[src/rtl/down_count_monitor.sv]
// Transition checker for a 5-bit synchronous down counter.
// Flags illegal steps and emits zero/wrap pulses, a saturating wrap count and a threshold flag.
module down_count_monitor #(
    parameter int WIDTH  = 5,
    parameter int WRAP_W = 8,
    parameter int THRESH = 3
) (
    input  logic              clk,
    input  logic              rst,
    input  logic [WIDTH-1:0]  cnt_in,
    input  logic              en_in,
    input  logic              set_in,
    input  logic              clr,
    output logic              zero_pulse,
    output logic              wrap_pulse,
    output logic              below_thr,
    output logic [WRAP_W-1:0] wrap_cnt,
    output logic              step_err,
    output logic [1:0]        state
);

    typedef enum logic [1:0] {
        IDLE  = 2'b00,
        TRACK = 2'b01,
        FAULT = 2'b10
    } state_t;

    localparam logic [WIDTH-1:0]  ALL_ONES = '1;
    localparam logic [WRAP_W-1:0] WRAP_MAX = '1;
    localparam logic [WIDTH:0]    THR      = THRESH[WIDTH:0];

    state_t           st;
    logic [WIDTH-1:0] prev_cnt;
    logic             en_q;
    logic             set_q;
    logic             step_ok;
    logic             zero_hit;
    logic             wrap_hit;

    assign state = st;

    // Controls registered with the previous sample decide what the current sample may be.
    // NOTE: every variable assigned in always_comb gets a default first, so no latch can form.
    always_comb begin
        step_ok  = 1'b0;
        zero_hit = 1'b0;
        wrap_hit = 1'b0;
        if (set_q) begin
            step_ok  = 1'b1;
            zero_hit = (cnt_in == '0);
        end else if (en_q) begin
            step_ok  = (cnt_in == prev_cnt - WIDTH'(1));
            zero_hit = step_ok && (cnt_in == '0);
            wrap_hit = step_ok && (prev_cnt == '0) && (cnt_in == ALL_ONES);
        end else begin
            step_ok  = (cnt_in == prev_cnt);
        end
    end

    // NOTE: sequential state uses non-blocking assignments only, so every register sees pre-edge values.
    always_ff @(posedge clk or posedge rst) begin
        if (rst) begin
            st         <= IDLE;
            prev_cnt   <= '0;
            en_q       <= 1'b0;
            set_q      <= 1'b0;
            zero_pulse <= 1'b0;
            wrap_pulse <= 1'b0;
            below_thr  <= 1'b0;
            wrap_cnt   <= '0;
            step_err   <= 1'b0;
        end else begin
            prev_cnt   <= cnt_in;
            en_q       <= en_in;
            set_q      <= set_in;
            below_thr  <= ({1'b0, cnt_in} < THR);
            zero_pulse <= 1'b0;
            wrap_pulse <= 1'b0;
            if (clr) begin
                wrap_cnt <= '0;
                step_err <= 1'b0;
                st       <= IDLE;
            end else begin
                unique case (st)
                    IDLE: begin
                        if (!set_in)
                            st <= TRACK;
                    end
                    TRACK: begin
                        if (!step_ok) begin
                            step_err <= 1'b1;
                            st       <= FAULT;
                        end else begin
                            zero_pulse <= zero_hit;
                            wrap_pulse <= wrap_hit;
                            if (wrap_hit && (wrap_cnt != WRAP_MAX))
                                wrap_cnt <= wrap_cnt + WRAP_W'(1);
                        end
                    end
                    FAULT: ;
                    default: st <= IDLE;
                endcase
            end
        end
    end

endmodule

[config.mk]
export PLATFORM = sky130hd
export DESIGN_NAME = down_count_monitor
export DESIGN_NICKNAME = d
export VERILOG_FILES = /design/src/rtl/down_count_monitor.sv
export SDC_FILE = /design/constraint.sdc
export NUM_CORES = 1
export LEC_CHECK = 0
export ABC_AREA = 1
export CORE_ASPECT_RATIO = 1.25
export CORE_MARGIN = 2
export CORE_UTILIZATION = 46
export DETAILED_ROUTE_END_ITERATION = 8
export HOLD_SLACK_MARGIN = 0.08
export PLACE_DENSITY = 0.74
export SKIP_LAST_GASP = 1
export SLEW_MARGIN = 40
export SYNTH_ARGS = -nofsm -noshare
export SYNTH_HDL_FRONTEND = slang
export SYNTH_SLANG_ARGS = --single-unit
[constraint.sdc]
create_clock -name clk -period 1.5 [get_ports clk]
set_input_delay 0.225 -clock clk [delete_from_list [all_inputs] [get_ports clk]]
set_output_delay 0.225 -clock clk [all_outputs]
set_load 0.03 [all_outputs]
# Yosys cells after proc, flatten, opt, wreduce, memory -nomap -nowiden

Index checks and enable logic that the tools add are counted.

Word-level logic and storage cells: 58
ROM bits: 0
Bits in registers: 21
Memory bits (writable): 0
Memories kept: 0
Latch bits: 0

$lt $le $gt $ge: 1
Eq/ne operators: 10
Muxes and demuxes: 23
Add/subtract/negate cells: 2
Div/mod/pow operators: 0
Multiply operators: 0
Bitwise logic cells: 0
Shifts and indexed selects: 0
Reductions and logical operators: 13

Operators by type and width:

| cell                  | number |
|---|---|
| $mux W8               | 4 |
| $mux W1               | 15 |
| $eq A5 B5 Y1          | 2 |
| $logic_not A5 Y1      | 2 |
| $add A8 B1 Y8 const B | 1 |
| $ne A8 B8 Y1 const B  | 1 |
| $mux W2               | 3 |
| $ne A3 B3 Y1 const B  | 2 |
| $pmux W2 S3           | 1 |
| $reduce_and A3 Y1     | 2 |
| $reduce_bool A2 Y1    | 3 |
| $eq A5 B5 Y1 const B  | 1 |
| $lt A5 B2 Y1 const B  | 1 |
| $sub A5 B1 Y5 const B | 1 |
| $logic_and A1 B1 Y1   | 4 |
| $ne A2 B2 Y1 const B  | 2 |
| $eq A2 B1 Y1 const B  | 1 |
| $eq A2 B2 Y1 const B  | 1 |
| $logic_not A2 Y1      | 1 |
| $reduce_and A2 Y1     | 1 |

# Depth between registers and ports, before layout

Depth after elaboration: 11
Mapped depth: 13
Gate-level depth less buffers: 13

# Worst setup path after synthesis

OpenSTA, ideal clock, no wires.

Path type: register to register
Start: register wrap_cnt[0]
End: register wrap_cnt[0]
Data arrival time: 1.540 ns
Cell stages (with the launch flop): 10
Slack: -0.159 ns
Cell sequence: dfrtp_1 ha_1 nand2_1 inv_1 nand2_1 nor2_2 a21oi_4 nand4_4 nand3_1 nand2_1

Longest elaborated chain between the ends: 5
Elaborated cells between the ends (all ways): 9
Classes of those cells: add/sub (1); eq/ne (1); mux (4); reduce/logical (3)

Ends and longest elaborated chain:

| element                | line | RTL |
|---|---|---|
| start, declared        | 17   | `output logic [WRAP_W-1:0] wrap_cnt,` |
| start signal, assigned | 97   | `wrap_cnt <= wrap_cnt + WRAP_W'(1);` |
| $add A8 B1 Y8          | 97   |  |
| $mux W8                | 96   | `if (wrap_hit && (wrap_cnt != WRAP_MAX))` |
| $mux W8                | 90   | `if (!step_ok) begin` |
| $mux W8                | 84   | `unique case (st)` |
| $mux W8                | 79   | `if (clr) begin` |

Parallel ways exist; a longest one is shown, timed or not. The select of a mux whose other input is x is not followed.
A chain may end at the register's enable or synchronous reset.

# Final worst setup path

Start: register prev_cnt[1]
End: register wrap_cnt[7]

Longest elaborated chain between the ends: 9
Elaborated cells between the ends (all ways): 14
Classes of those cells: add/sub (1); eq/ne (2); mux (4); reduce/logical (7)

Ends and longest elaborated chain:

| element                              | line | RTL |
|---|---|---|
| start, declared                      | 33   | `logic [WIDTH-1:0] prev_cnt;` |
| start signal, assigned               | 73   | `prev_cnt <= cnt_in;` |
| $sub A5 B1 Y5                        | 52   | `step_ok = (cnt_in == prev_cnt - WIDTH'(1));` |
| $eq A5 B5 Y1                         | 52   |  |
| $logic_and A1 B1 Y1 (2 in a row)     | 54   | `wrap_hit = step_ok && (prev_cnt == '0) && (cnt_in == ALL_ONES);` |
| $mux W1                              | 51   | `end else if (en_q) begin` |
| $mux W1                              | 48   | `if (set_q) begin` |
| $logic_and A1 B1 Y1                  | 96   |  |
| $reduce_bool A2 Y1 (no source line)  | n/a  |  |
| $reduce_and A3 Y1 (no source line) * | n/a  |  |

Every way passes the cells marked *; elsewhere a longest branch is shown, timed or not.

==> flow_summary.ini <==
[setup_path]
critPathRequiredTime_ns = 1.70
end_kind = register
r2r_start = prev_cnt[1]
r2r-end = wrap_cnt[7]
r2r_slack_ns = -0.17
crit_path_start_kind = register
criticalPathCategory = reg2reg
arrival_ns = 1.87
cp_max_fo = 8
crit_slowest_cell = dfrtp_1
worstRegToRegCells = 12
path_cells = inv_2 > ha_4 > nand2_2 > inv_1 > nor2_1 > nand2_1 > nor2_2 > nand2_2 > nor2_4 > nand4_4 > nand3_2 > nand2_1
slowest_delay_ns = 0.41

[grt]
grt.overflow.total = 0
grt_max_degree = 22
antenna_found_initial = 0
grt_usage_pct = 21.5
grt_pass1_wl_um = 5400
grt_pass1_vias = 1299

[outcome]
violations = negative setup slack
outcome = finished with violations

[place]
dpl.cell_count = 249
dp_hpwl_um = 2320
portBuffers = 23
placed_cell_area_mm2 = 0.00178
routabilityCongestion = 0.822

[drt]
drtAntennaViolNets = 0
wl_um = 2940
drc = 0
via_per_inst = 4.94
post_drt_wl_per_cell_um = 11.6
vias = 1254
drtIter0Drc = 40
drt-pass1-iter-count = 4

[floorplanning]
fp.coreArea_mm2 = 0.00271
initial_core_util_pct = 48.6
die_h_um = 63.8
die_w_um = 51.8
die_area_mm2 = 0.00331
ios = 24
num_rows = 21

[sta]
skew_ns = 0.0105
slew-limit-headroom_pct = 79.4
worst_pin_slew_ns = 0.310
fmax_mhz = 599
drv_slew = 0
hold_violations = 0
fin_crit_ns = 1.67
rsz0062_at_grt = true
timing.final.crit_share_pct = 111
setup_tns_ns = -1.90
worst_slack_ns = -0.170
setup_viol = 13

[cts]
clockBufferDepth = 2
clkTransAtPathRegs_ns = 0.13
htree_levels = 1
numCtsBuffers = 3
cts-root-buf = clkbuf_4
insertion_delay_ns = 0.31
cts.sinks = 21
cts_tree = yes

[power_and_ir_drop]
power_frac_seq_pct = 52.0
internal_power_mw = 0.801
peakVddDrop_mv = 0.466
switchingPower_mw = 0.346
p_clk_share_pct = 24.4
power.leakage_nw = 1.03
powerDensity_mw_per_mm2 = 627
switching_share_pct = 30.1
p_comb_share_pct = 23.6

[yosys]
mappedNetlistNets = 182
syn_area_mm2 = 0.00132
yosysUniqueCellTypes = 24
synth-seq-area-share_pct = 39.9
avgSynthCellArea_um2 = 7.74
synth-seq-cells = 21
ys.warnings.count = 0
syn_inst = 170

[finish]
final_nets = 233
final_core_util_pct = 67.6
nFillCells = 224
multi_input_area_um2 = 726
stdcell_area_mm2 = 0.00183
drive_above_1_share_pct = 33.2
layout.cells.non_filler = 254
diodes = 0
regArea_um2 = 528
syn_to_final_growth_pct = 39.0

[min_path]
worstHoldPathType = in2async

[flow_run]
cap_violations = 0
synth_stat cells:
library cell | number | area, um2
nand2_1 | 42 | 158
dfrtp_1 | 21 | 526
inv_1 | 19 | 71.3
nand3_1 | 17 | 85.1
nor2_1 | 12 | 45.0
nand2_2 | 10 | 62.6
nand4_1 | 10 | 62.6
inv_2 | 8 | 30.0
nor2_2 | 5 | 31.3
xor2_1 | 5 | 43.8
nand3_2 | 3 | 30.0
nor2_4 | 3 | 33.8
a21oi_1 | 2 | 10.0
clkinv_1 | 2 | 7.51
ha_1 | 2 | 25.0
a21oi_4 | 1 | 16.3
buf_2 | 1 | 5.00
nand3_4 | 1 | 17.5
nand4_4 | 1 | 21.3
nor3_1 | 1 | 5.00
nor3_2 | 1 | 10.0
o21ai_0 | 1 | 5.00
or2_1 | 1 | 6.26
xnor2_1 | 1 | 8.76
routing by layer:
layer / vias up / part of all wire (%) / GRT usage [%]
li1: 636 / - / -
met1: 590 / 41 / 24.8
met2: 22 / 54 / 36.7
met3: 6 / 2.2 / 3.97
met4: 0 / 2.5 / 11.2
met5: - / 0 / 0
cell type report:
class                   instances  share of cell area [%]
flip-flops and latches         21                    28.9
multi-input cells             119                    39.7
well taps                      34                    2.33
clock inverters                 1                   0.274
inverters                      29                    5.95
clock buffers                   3                    1.23
repair buffers                 47                    21.7
cell usage in the layout, fill, tap and decap left out, types with 9 or more instances in the layout:
cell and n:
buf_4 23, nor2_1 12, dlygate4sd2_1 14, nand4_1 10, inv_2 9, clkdlybuf4s50_1 9
dfrtp_1 19, nand2_2 11, nand2_1 40, nand3_1 13, inv_1 18
worst max-delay path by stage:
stage / startpoint / endpoint / slack [ns] / cells after the start
after floorplan: prev_cnt[0] / wrap_cnt[0] / -0.1 / 12
after global placement: cnt_in[1] / wrap_cnt[7] / -0.26 / 10
after detailed placement: cnt_in[0] / wrap_cnt[7] / -0.34 / 11
after CTS: prev_cnt[1] / wrap_cnt[7] / -0.18 / 12
after global routing: prev_cnt[1] / wrap_cnt[1] / -0.36 / 11
final: prev_cnt[1] / wrap_cnt[7] / -0.17 / 12
power groups by stage:
| stage | clock network (mW) | registers, mW | logic [mW] |
|---|---|---|---|
| finish | 0.280 | 0.596 | 0.271 |
| CTS | 0.294 | 0.595 | 0.270 |
| detailed placement | 0 | 0.606 | 0.272 |
| global placement | 0 | 0.605 | 0.265 |
| floorplan | 0 | 0.620 | 0.135 |
| global route | 0.312 | 0.599 | 0.302 |
state kept, by name, indices dropped and copies added (netlist names):
name        count
wrap_cnt        8
below_thr       1
set_q           1
step_err        1
wrap_pulse      1
state           2
prev_cnt        5
en_q            1
zero_pulse      1
worst max-delay path, delay by kind of cell, from the launching register on:
kind | cells | cell delay, ns
simple gates | 9 | 0.82
flops | 1 | 0.41
buf+inv | 2 | 0.12
fa+ha+maj | 1 | 0.20
metrics by stage:
step           total power [mW]  setup WS, ns  hold slack, ns
6_report                   1.15        -0.170           0.222
5_1_grt                    1.21        -0.357           0.303
4_1_cts                    1.16        -0.183           0.223
3_5_place_dp              0.879        -0.338           0.476
3_3_place_gp              0.871        -0.263           0.472
2_1_floorplan             0.756       -0.0969           0.201
cells by family after synthesis:
logic type,Yosys count,share of synthesized area (%)
AOI/OAI and AO/OA,4,2.38
xor gates and xnor gates,6,3.99
adders and majority gates,2,1.90
buffers and inverters,30,8.65
DFF,21,39.9
and+or+nand+nor,107,43.2
what timing repair did:
item                                    4_1_cts  5_1_grt
resized for setup                            17        5
cloned                                        0        0
hold buffers                                  0        0
endpoints found under the setup margin       27       13
pin swaps                                     3        0
setup buffers                                 1        0
(Power assumes the default switching activity.)
